--- config.mk ---
export PLATFORM = sky130hd
export DESIGN_NAME = bb_uart_tx_fifo
export DESIGN_NICKNAME = d
export VERILOG_FILES = /design/src/rtl/bb_uart_pkg.sv /design/src/rtl/bb_sync_fifo.sv /design/src/rtl/bb_uart_tx_fifo.sv
export SDC_FILE = /design/constraint.sdc
export NUM_CORES = 1
export LEC_CHECK = 0
export CORE_ASPECT_RATIO = 0.5
export CORE_MARGIN = 2
export CORE_UTILIZATION = 62
export CTS_CLUSTER_SIZE = 16
export DETAILED_ROUTE_END_ITERATION = 10
export PLACE_DENSITY = 0.85
export SYNTH_ARGS = -nofsm -noshare
export SYNTH_HDL_FRONTEND = slang
export SYNTH_SLANG_ARGS = --single-unit
--- constraint.sdc ---
create_clock -name bdclk -period 6.75 [get_ports bdclk]
set_clock_uncertainty 0.15 [all_clocks]
set_input_delay 2.025 -clock bdclk [delete_from_list [all_inputs] [get_ports bdclk]]
set_output_delay 2.025 -clock bdclk [all_outputs]
set_load 0.01 [all_outputs]
--- src/rtl/bb_uart_pkg.sv ---
// bb_uart_pkg: shared constants for the baud-clocked UART transmitter.
// Parity mode codes and the transmit FSM state encoding.
package bb_uart_pkg;

    localparam int PAR_NONE = 0;
    localparam int PAR_EVEN = 1;
    localparam int PAR_ODD  = 2;

    typedef enum logic [2:0] {
        ST_IDLE,
        ST_START,
        ST_DATA,
        ST_PAR,
        ST_STOP
    } tx_state_t;

    function automatic int level_w(input int depth);
        return $clog2(depth) + 1;
    endfunction

endpackage

--- src/rtl/bb_sync_fifo.sv ---
// bb_sync_fifo: single-clock FIFO with occupancy count and drop pulse.
// A push into a full FIFO is accepted only when a pop shares the edge.
module bb_sync_fifo
    import bb_uart_pkg::*;
#(
    parameter int W     = 8,
    parameter int DEPTH = 4,
    parameter int LW    = level_w(DEPTH)
) (
    input  logic          clk,
    input  logic          rst,
    input  logic          push,
    input  logic          pop,
    input  logic [W-1:0]  din,
    output logic [W-1:0]  dout,
    output logic          full,
    output logic          empty,
    output logic [LW-1:0] level,
    output logic          ovf
);

    localparam int AW = $clog2(DEPTH);

    logic [W-1:0]  mem_q [DEPTH];
    logic [AW-1:0] wr_ptr_q;
    logic [AW-1:0] rd_ptr_q;
    logic [LW-1:0] cnt_q;
    logic          ovf_q;
    logic          do_push;
    logic          do_pop;

    assign do_pop  = pop && (cnt_q != '0);
    assign do_push = push && ((cnt_q != LW'(DEPTH)) || do_pop);

    assign dout  = mem_q[rd_ptr_q];
    assign full  = (cnt_q == LW'(DEPTH));
    assign empty = (cnt_q == '0);
    assign level = cnt_q;
    assign ovf   = ovf_q;

    // Storage array; contents are don't-care until written.
    always_ff @(posedge clk) begin
        if (!rst && do_push) begin
            mem_q[wr_ptr_q] <= din;
        end
    end

    // Pointers wrap naturally since DEPTH is a power of two.
    always_ff @(posedge clk) begin
        if (rst) begin
            wr_ptr_q <= '0;
            rd_ptr_q <= '0;
            cnt_q    <= '0;
            ovf_q    <= 1'b0;
        end else begin
            ovf_q <= push && !do_push;
            if (do_push) begin
                wr_ptr_q <= wr_ptr_q + AW'(1);
            end
            if (do_pop) begin
                rd_ptr_q <= rd_ptr_q + AW'(1);
            end
            if (do_push && !do_pop) begin
                cnt_q <= cnt_q + LW'(1);
            end else if (do_pop && !do_push) begin
                cnt_q <= cnt_q - LW'(1);
            end
        end
    end

endmodule

--- src/rtl/bb_uart_tx_fifo.sv ---
// bb_uart_tx_fifo: UART transmitter, one bdclk edge per bit time.
// Queues characters in a FIFO and sends frames back-to-back.
module bb_uart_tx_fifo
    import bb_uart_pkg::*;
#(
    parameter int DATA_W     = 8,
    parameter int FIFO_DEPTH = 4,
    parameter int PARITY     = 0,
    parameter int STOP_BITS  = 1
) (
    input  logic                          bdclk,
    input  logic                          rst,
    input  logic                          wr_en,
    input  logic [DATA_W-1:0]             wr_data,
    output logic                          full,
    output logic                          empty,
    output logic [$clog2(FIFO_DEPTH):0]   level,
    output logic                          ovf,
    output logic                          txd,
    output logic                          txbsy
);

    localparam int  CW      = 4;
    localparam bit  HAS_PAR = (PARITY != PAR_NONE);

    tx_state_t         state_q;
    logic [DATA_W-1:0] sh_q;
    logic [CW-1:0]     cnt_q;
    logic              par_q;
    logic              txd_q;

    logic [DATA_W-1:0] head;
    logic              pop;
    logic              last_stop;
    logic              par_bit;

    bb_sync_fifo #(
        .W     (DATA_W),
        .DEPTH (FIFO_DEPTH),
        .LW    ($clog2(FIFO_DEPTH) + 1)
    ) u_fifo (
        .clk   (bdclk),
        .rst   (rst),
        .push  (wr_en),
        .pop   (pop),
        .din   (wr_data),
        .dout  (head),
        .full  (full),
        .empty (empty),
        .level (level),
        .ovf   (ovf)
    );

    assign last_stop = (state_q == ST_STOP) && (cnt_q == CW'(STOP_BITS));
    assign pop       = !empty && ((state_q == ST_IDLE) || last_stop);
    assign par_bit   = (PARITY == PAR_ODD) ? ~^head : ^head;

    assign txd   = txd_q;
    assign txbsy = (state_q != ST_IDLE);

    // Frame sequencer: start, data LSB first, optional parity, stop.
    always_ff @(posedge bdclk) begin
        if (rst) begin
            state_q <= ST_IDLE;
            sh_q    <= '0;
            cnt_q   <= '0;
            par_q   <= 1'b0;
            txd_q   <= 1'b1;
        end else begin
            unique case (state_q)
                ST_IDLE: begin
                    if (pop) begin
                        sh_q    <= head;
                        par_q   <= par_bit;
                        state_q <= ST_START;
                        txd_q   <= 1'b0;
                    end else begin
                        txd_q   <= 1'b1;
                    end
                end
                ST_START: begin
                    state_q <= ST_DATA;
                    txd_q   <= sh_q[0];
                    sh_q    <= sh_q >> 1;
                    cnt_q   <= CW'(1);
                end
                ST_DATA: begin
                    if (cnt_q == CW'(DATA_W)) begin
                        if (HAS_PAR) begin
                            state_q <= ST_PAR;
                            txd_q   <= par_q;
                        end else begin
                            state_q <= ST_STOP;
                            txd_q   <= 1'b1;
                            cnt_q   <= CW'(1);
                        end
                    end else begin
                        txd_q <= sh_q[0];
                        sh_q  <= sh_q >> 1;
                        cnt_q <= cnt_q + CW'(1);
                    end
                end
                ST_PAR: begin
                    state_q <= ST_STOP;
                    txd_q   <= 1'b1;
                    cnt_q   <= CW'(1);
                end
                ST_STOP: begin
                    if (last_stop) begin
                        if (pop) begin
                            sh_q    <= head;
                            par_q   <= par_bit;
                            state_q <= ST_START;
                            txd_q   <= 1'b0;
                        end else begin
                            state_q <= ST_IDLE;
                            txd_q   <= 1'b1;
                        end
                    end else begin
                        cnt_q <= cnt_q + CW'(1);
                        txd_q <= 1'b1;
                    end
                end
                default: begin
                    state_q <= ST_IDLE;
                    txd_q   <= 1'b1;
                end
            endcase
        end
    end

endmodule

==> parameters.txt <==
Parameter                              Value

Status
  Run status ... finished, final reports clean

Detailed routing
  Antenna Nets Post-Route ... 0
  Number of iterations in the first detailed-routing pass ... 4
  Average routed wire per standard cell ... between 15 and 20 microns
  Sum of routed wire length over all layers ... ~4600 microns
  Via-to-Cell Ratio ... 5.75
  Detailed router's first-iteration violation count ... 157
  DRC errors left ... 0
  Total via count in the routed design ... 1645

Synth
  Library cell with the largest summed area after synthesis ... edfxtp_1
  Flop and latch count out of synthesis ... 58
  Synthesized instance count ... 208
  Post-synth net total ... 228
  Number of enable-type register cells in the synthesized netlist ... 32
  Yosys warnings ... 0
  Async set-reset flop share out of synthesis ... 0%
  Post-synthesis instance area ... 2580 sq um
  Fraction of synthesized cell area taken by the top area cell type ... 37.2%
  Most used standard cells in the synthesized netlist ... edfxtp_1 (32), dfxtp_1 (26), nor3_1 (15)
  Post-synthesis sequential area ratio ... around 57%
  Library cells used by synthesis ... 44
  Commonest register cell after synthesis ... edfxtp_1
  Mapped Avg Cell Area ... 12.4 sq um
  Count leader, synth ... edfxtp_1
  Top area cells in the synthesized netlist ... edfxtp_1 (37%), dfxtp_1 (20%), mux4_2 (7.0%)

Placement
  Count of port buffers added during placement ... 18
  Cell total after placement ... 270
  Area after DPL ... 2780 sq um
  Gp weighted congestion ... 0.914
  Half-perimeter wire length after placement ... 3170 microns

STA
  Normalized max-slew margin ... 48.9%
  Share of the clock period used by the worst path ... 61.5%
  Final TNS setup ... 0 ps
  Upper clock frequency limit ... 241 MHz
  Final hold violations ... 0
  Actual slew at the worst max-slew pin ... ~760 ps
  Max-slew violation total from the final report ... 0
  Final critical-path required period ... 4150 ps
  Setup repair after global routing missed its margin ... no
  Final Setup Violations ... 0

Layout
  Number of antenna diodes ... 0
  Final Instance Area ... ~3000 sq um
  Area Growth Syn to Fin ... 14.1%
  Number of filler cells placed in the layout ... 253
  Proportion of layout cells with a drive suffix above 1 ... between 10% and 20%
  Number of nets in the layout ... approximately 250
  Number of standard cells in the final layout excluding fillers ... around 290

CTS
  Sink Count ... 58
  Clock Pin Slew Worst Setup and Hold Paths ... 60 ps
  Post-CTS Setup Bufs ... 0
  Longest Clk Path Bufs ... 2
  Quantity of gates resized following cts ... 0
  CTS Buf Count ... 9
  TritonCTS clock tree ... done
  Number of levels in the clock H-tree ... 3
  Count of hold-fix buffers inserted at cts ... 0
  Root buffer cell ... clkbuf_8
  Clock latency of the later-clocked register in the worst-skew pair ... ~330 ps

Pwr
  Cell area power density ... 408 nW/um^2
  Maximum resistive drop on vdd ... 0.188 mV
  Leakage power figure ... approximately 1.0 nW

Die
  Core region area ... 3940 sq um
  Top-level port count ... 19
  Initial core utilization ... roughly 65%
  Die Area ... 4730 sq um
  Overall die width ... 95.3 microns
  Die height ... 49.6 microns
  Number of standard-cell rows in the floorplan ... 16

Job
  Max-capacitance violation count ... 0

Global routing
  Initial antenna violation count ... 0
  Pin count of the biggest net entering global routing ... 23
  Via count of the first global-routing pass ... ~1.6k
  Overall overflow remaining after global route ... 0
  All-layer global routing usage ... 22.3%
  First-pass GRT wire length ... 7600 microns

Critical path
  Worst Setup End Kind ... flip-flop
  CP max stage delay ... 470 ps
  Startpoint class of the critical path ... input port
  Cell chain of the critical path ... clkdlybuf4s50_1 > a21boi_0 > ha_1 > inv_1 > fa_1 > xor2_1 > or3_1 > a21oi_1
  WP data arrival ... between 4000 and 5000 ps
  Largest fanout on the critical path ... 3
  Data required, critical path ... between 6000 and 7000 ps
  Critical Setup Path Class ... input port to flip-flop
  Slowest library cell on the worst path ... clkdlybuf4s50_1

Worst hold path
  Worst Hold Class ... flip-flop to flip-flop
[cell families (layout without fill, tap and decap cells)]
kind of cell             count (synthesis)  in the layout  synth area share [%]
XOR/XNOR                                 5              5                  1.70
flip-flops                              58             58                  57.4
multiplexers                            12             12                  8.63
buffers and inverters                   22             46                  3.49
AND/OR/NAND/NOR                         68             68                  14.9
adder cells (fa/ha/maj)                  9              9                  4.65
AO/OA/AOI/OAI                           34             34                  9.21
[worst max-delay path: cells and delay by family]
family | cells | cell delay, ps
adders and majority gates | 2 | 660
buffers and inverters | 2 | 530
xor gates and xnor gates | 1 | 180
and+or+nand+nor | 1 | 300
AOI/OAI and AO/OA | 2 | 540
[placed cells by master, fill, tap and decap left out, types with 2 or more instances in the layout]
cell type / instances
a21o_1: 2
a21oi_1: 11
a221oi_1: 7
and2_1: 4
clkbuf_8: 9
clkdlybuf4s50_1: 18
clkinv_2: 3
clkinvlp_4: 2
dfxtp_1: 26
edfxtp_1: 32
ha_1: 8
inv_1: 11
mux2_2: 2
mux2i_1: 2
mux4_2: 8
nand2_1: 6
nand2b_1: 2
nand3_1: 3
nor2_1: 12
nor3_1: 15
nor3b_1: 11
o21ai_0: 5
or2_2: 2
or3_1: 5
xnor2_1: 2
xor2_1: 3
[state kept, by name, indices dropped and copies added (netlist names), named ones only]
register and cells:
state_q 3, u_fifo.rd_ptr_q 2, cnt_q 4, u_fifo.ovf 1, u_fifo.level 3, txd 1, sh_q 8, u_fifo.wr_ptr_q 2
u_fifo.mem_q 32
[layer usage]
layer	global-route usage [%]	wire (microns)	up-vias
met5	0	0	-
met1	30.5	2130	785
li1	-	-	811
met3	8.26	244	4
met2	33.0	2170	45
met4	7.97	28	0
[layout make-up]
type	instances	area (sq um)	share of cell area, %
tap	54	67.6	2.29
sequential	58	1480	50.3
clock inverter	6	33.8	1.15
inverter	12	45.0	1.53
clock buffer	10	128	4.33
multi-input combinational	128	1010	34.3
timing repair buffer	18	180	6.12
[final timing paths]
kind	startpoint	endpoint	slack (ps)	depth (start not counted)
setup / recovery	wr_en	u_fifo.level[2]$_SDFFE_PP0P_	2600	8
setup reg to reg	cnt_q[0]$_SDFFE_PP0P_	u_fifo.level[2]$_SDFFE_PP0P_	3540	10
hold reg to reg	sh_q[7]$_SDFFE_PP0P_	sh_q[7]$_SDFFE_PP0P_	330	2
hold / removal	sh_q[7]$_SDFFE_PP0P_	sh_q[7]$_SDFFE_PP0P_	330	2
[where the power goes]
group	switching, mW	internal [mW]
clock network	0.129	0.129
logic	0.242	0.213
registers	0.0576	0.430
total	0.428	0.772
[metrics by stage]
step	hold slack, ps	total power, mW	setup slack [ps]	util [%]
final	326	1.20	2600	74.7
after global placement	302	0.928	2370	70.6
after global routing	336	1.28	2420	74.7
after floorplan	289	0.836	2930	-
after detailed placement	316	0.943	2280	70.6
after CTS	325	1.21	2620	74.7
(Power assumes the default switching activity.)
==> RTL edit: new RTL, same settings <==
Set the localparam `CW` to 2 (it was 4).
--- a/src/rtl/bb_uart_tx_fifo.sv
+++ b/src/rtl/bb_uart_tx_fifo.sv
@@ -22,3 +22,3 @@
 
-    localparam int  CW      = 4;
+    localparam int  CW      = 2;
     localparam bit  HAS_PAR = (PARITY != PAR_NONE);
Check against the original RTL: not equivalent (Yosys sat finds a counterexample within 10 cycles, from zero or initial values and one cycle with rst high).
==> RTL edit against the unedited design <==
  * Cell area shrank 6.1%
  * Setup slack improved by 0.053 ns
  * Final cell count fell by 9.1%
  * Total power shrank 2.7%
  * Synthesized area down 5.9%
  * Hold slack better by 0.0056 ns
  * Register-to-register slack improved by 0.45 ns
  * First-iteration DRC count down 27%
  * Wire length fell by 2.7%
  * Largest cell class unchanged
  * Sequential cell count shrank 2
  * Via count fell by 8.6%
  * Combinational power fell by 4%
==> RTL edit: results (changes against the unedited design) <==
Hold Crit Class register to register; share of the yosys chip area belonging to registers 59.4% (+2.0 points); Pleak 0.000971 uW (-5.7%); # diodes 0 (unchanged); first-pass GRT wire length 6.96 mm (-8.5%); vias in the first global route 1353 (-16%); Critical Path AT 3.92 ns (-0.33 ns); crit path capture u_fifo.mem_q[2][7]$_DFFE_PP_; Placed Instances 252 (-6.7%); Iter 0 DRT Violations 114 (-27%); Slowest Stage Delay on Critical Path 0.80 ns (+0.33 ns); commonest cells in the synthesized netlist edfxtp_1, dfxtp_1, nand2_1; Crit. Startpoint rst; Nets 224 (-9.3%); Netlist cell types 41 (-6.8%); R2R Setup Slk 3.99 ns (+0.45 ns); GRT Total Usage 21.6% (-0.70 points); pin count of the biggest net entering global routing 21 (-8.7%); via count 1504 (-8.6%); top flop regs u_fifo.mem_q: 32 flops, sh_q: 8 flops; Post-synth EDFFs 32 (unchanged); CTS Buf Count 5 (-4); filler cell count 239 (-5.5%); cells on worst reg2reg path 10 (unchanged); syn_nets 207 (-9.2%); post-DP HPWL 3.04 mm (-4.1%); crit path max fanout 20 (+17); layout cells sized above 1 12.6% (-0.74 points); GPL Wtd Cong 0.784 (-14%); Worst Max-Slew Pin Slew 0.773 ns (+0.00925 ns); Via density 5.78 (+0.57%); H-tree levels 2 (-1); Worst VDD drop 214 uV (+13%); Synth area leaders edfxtp_1, dfxtp_1, mux4_2; outcome complete, no violations; final wirelength 4.44 mm (-2.7%); clk slew on worst S/H paths 0.09 ns (+0.03 ns); Mean Syn Cell Area 12.9 um2 (+4.1%)
==> RTL edit: cell types whose count changed after synthesis, moves of 3 or more <==
cell,before,now
nor2_1,12,15
clkbuf_1,8,2
a311oi_1,1,5
nand2_1,6,18
a221oi_1,7,0
nor3b_1,11,2
nor3_1,15,1
or3_1,5,1
==> RTL edit: cells by family after synthesis <==
group	after synthesis	synth area share [%]
multiplexers	12	9.07
XOR/XNOR	5	1.80
flip-flops	56	59.4
AO/OA/AOI/OAI	31	9.69
AND/OR/NAND/NOR	58	12.1
buffers and inverters	18	3.55
adder cells (fa/ha/maj)	8	4.43
==> RTL edit: stage by stage <==
stage	setup slack (ns)	instance area (um2)	hold slack [ns]
after floorplan	3.22	2430	0.285
after global placement	2.50	2630	0.303
after detailed placement	2.38	2630	0.315
after CTS	2.70	2770	0.332
after global routing	2.51	2770	0.369
final	2.65	2770	0.331
==> RTL edit: layout make-up <==
type                       instances  share of cell area, %
clock buffer                       5                   2.49
tap                               54                   2.44
sequential                        56                   52.1
timing repair buffer              18                   6.52
inverter                          10                   1.36
clock inverter                     3                   2.49
multi-input combinational        114                   32.6
==> RTL edit: per-layer routing <==
metal  up-vias  part of all wire, %  GRT usage (%)
li1        714                    -              -
met1       738                   49           30.5
met2        44                   45           34.2
met3         8                  5.2           5.10
met4         0                  1.5           8.06
met5         -                    0              0
==> RTL edit: power by group <==
part,total [uW],internal [uW],switching [uW]
clock,260,149,110
combinational,436,207,229
sequential,473,415,57.8
total,1170,771,397
==> RTL edit: worst max-delay path, delay by kind of cell <==
kind          cells  cell delay, ns
simple gates      3            0.78
buf+inv           2            1.11
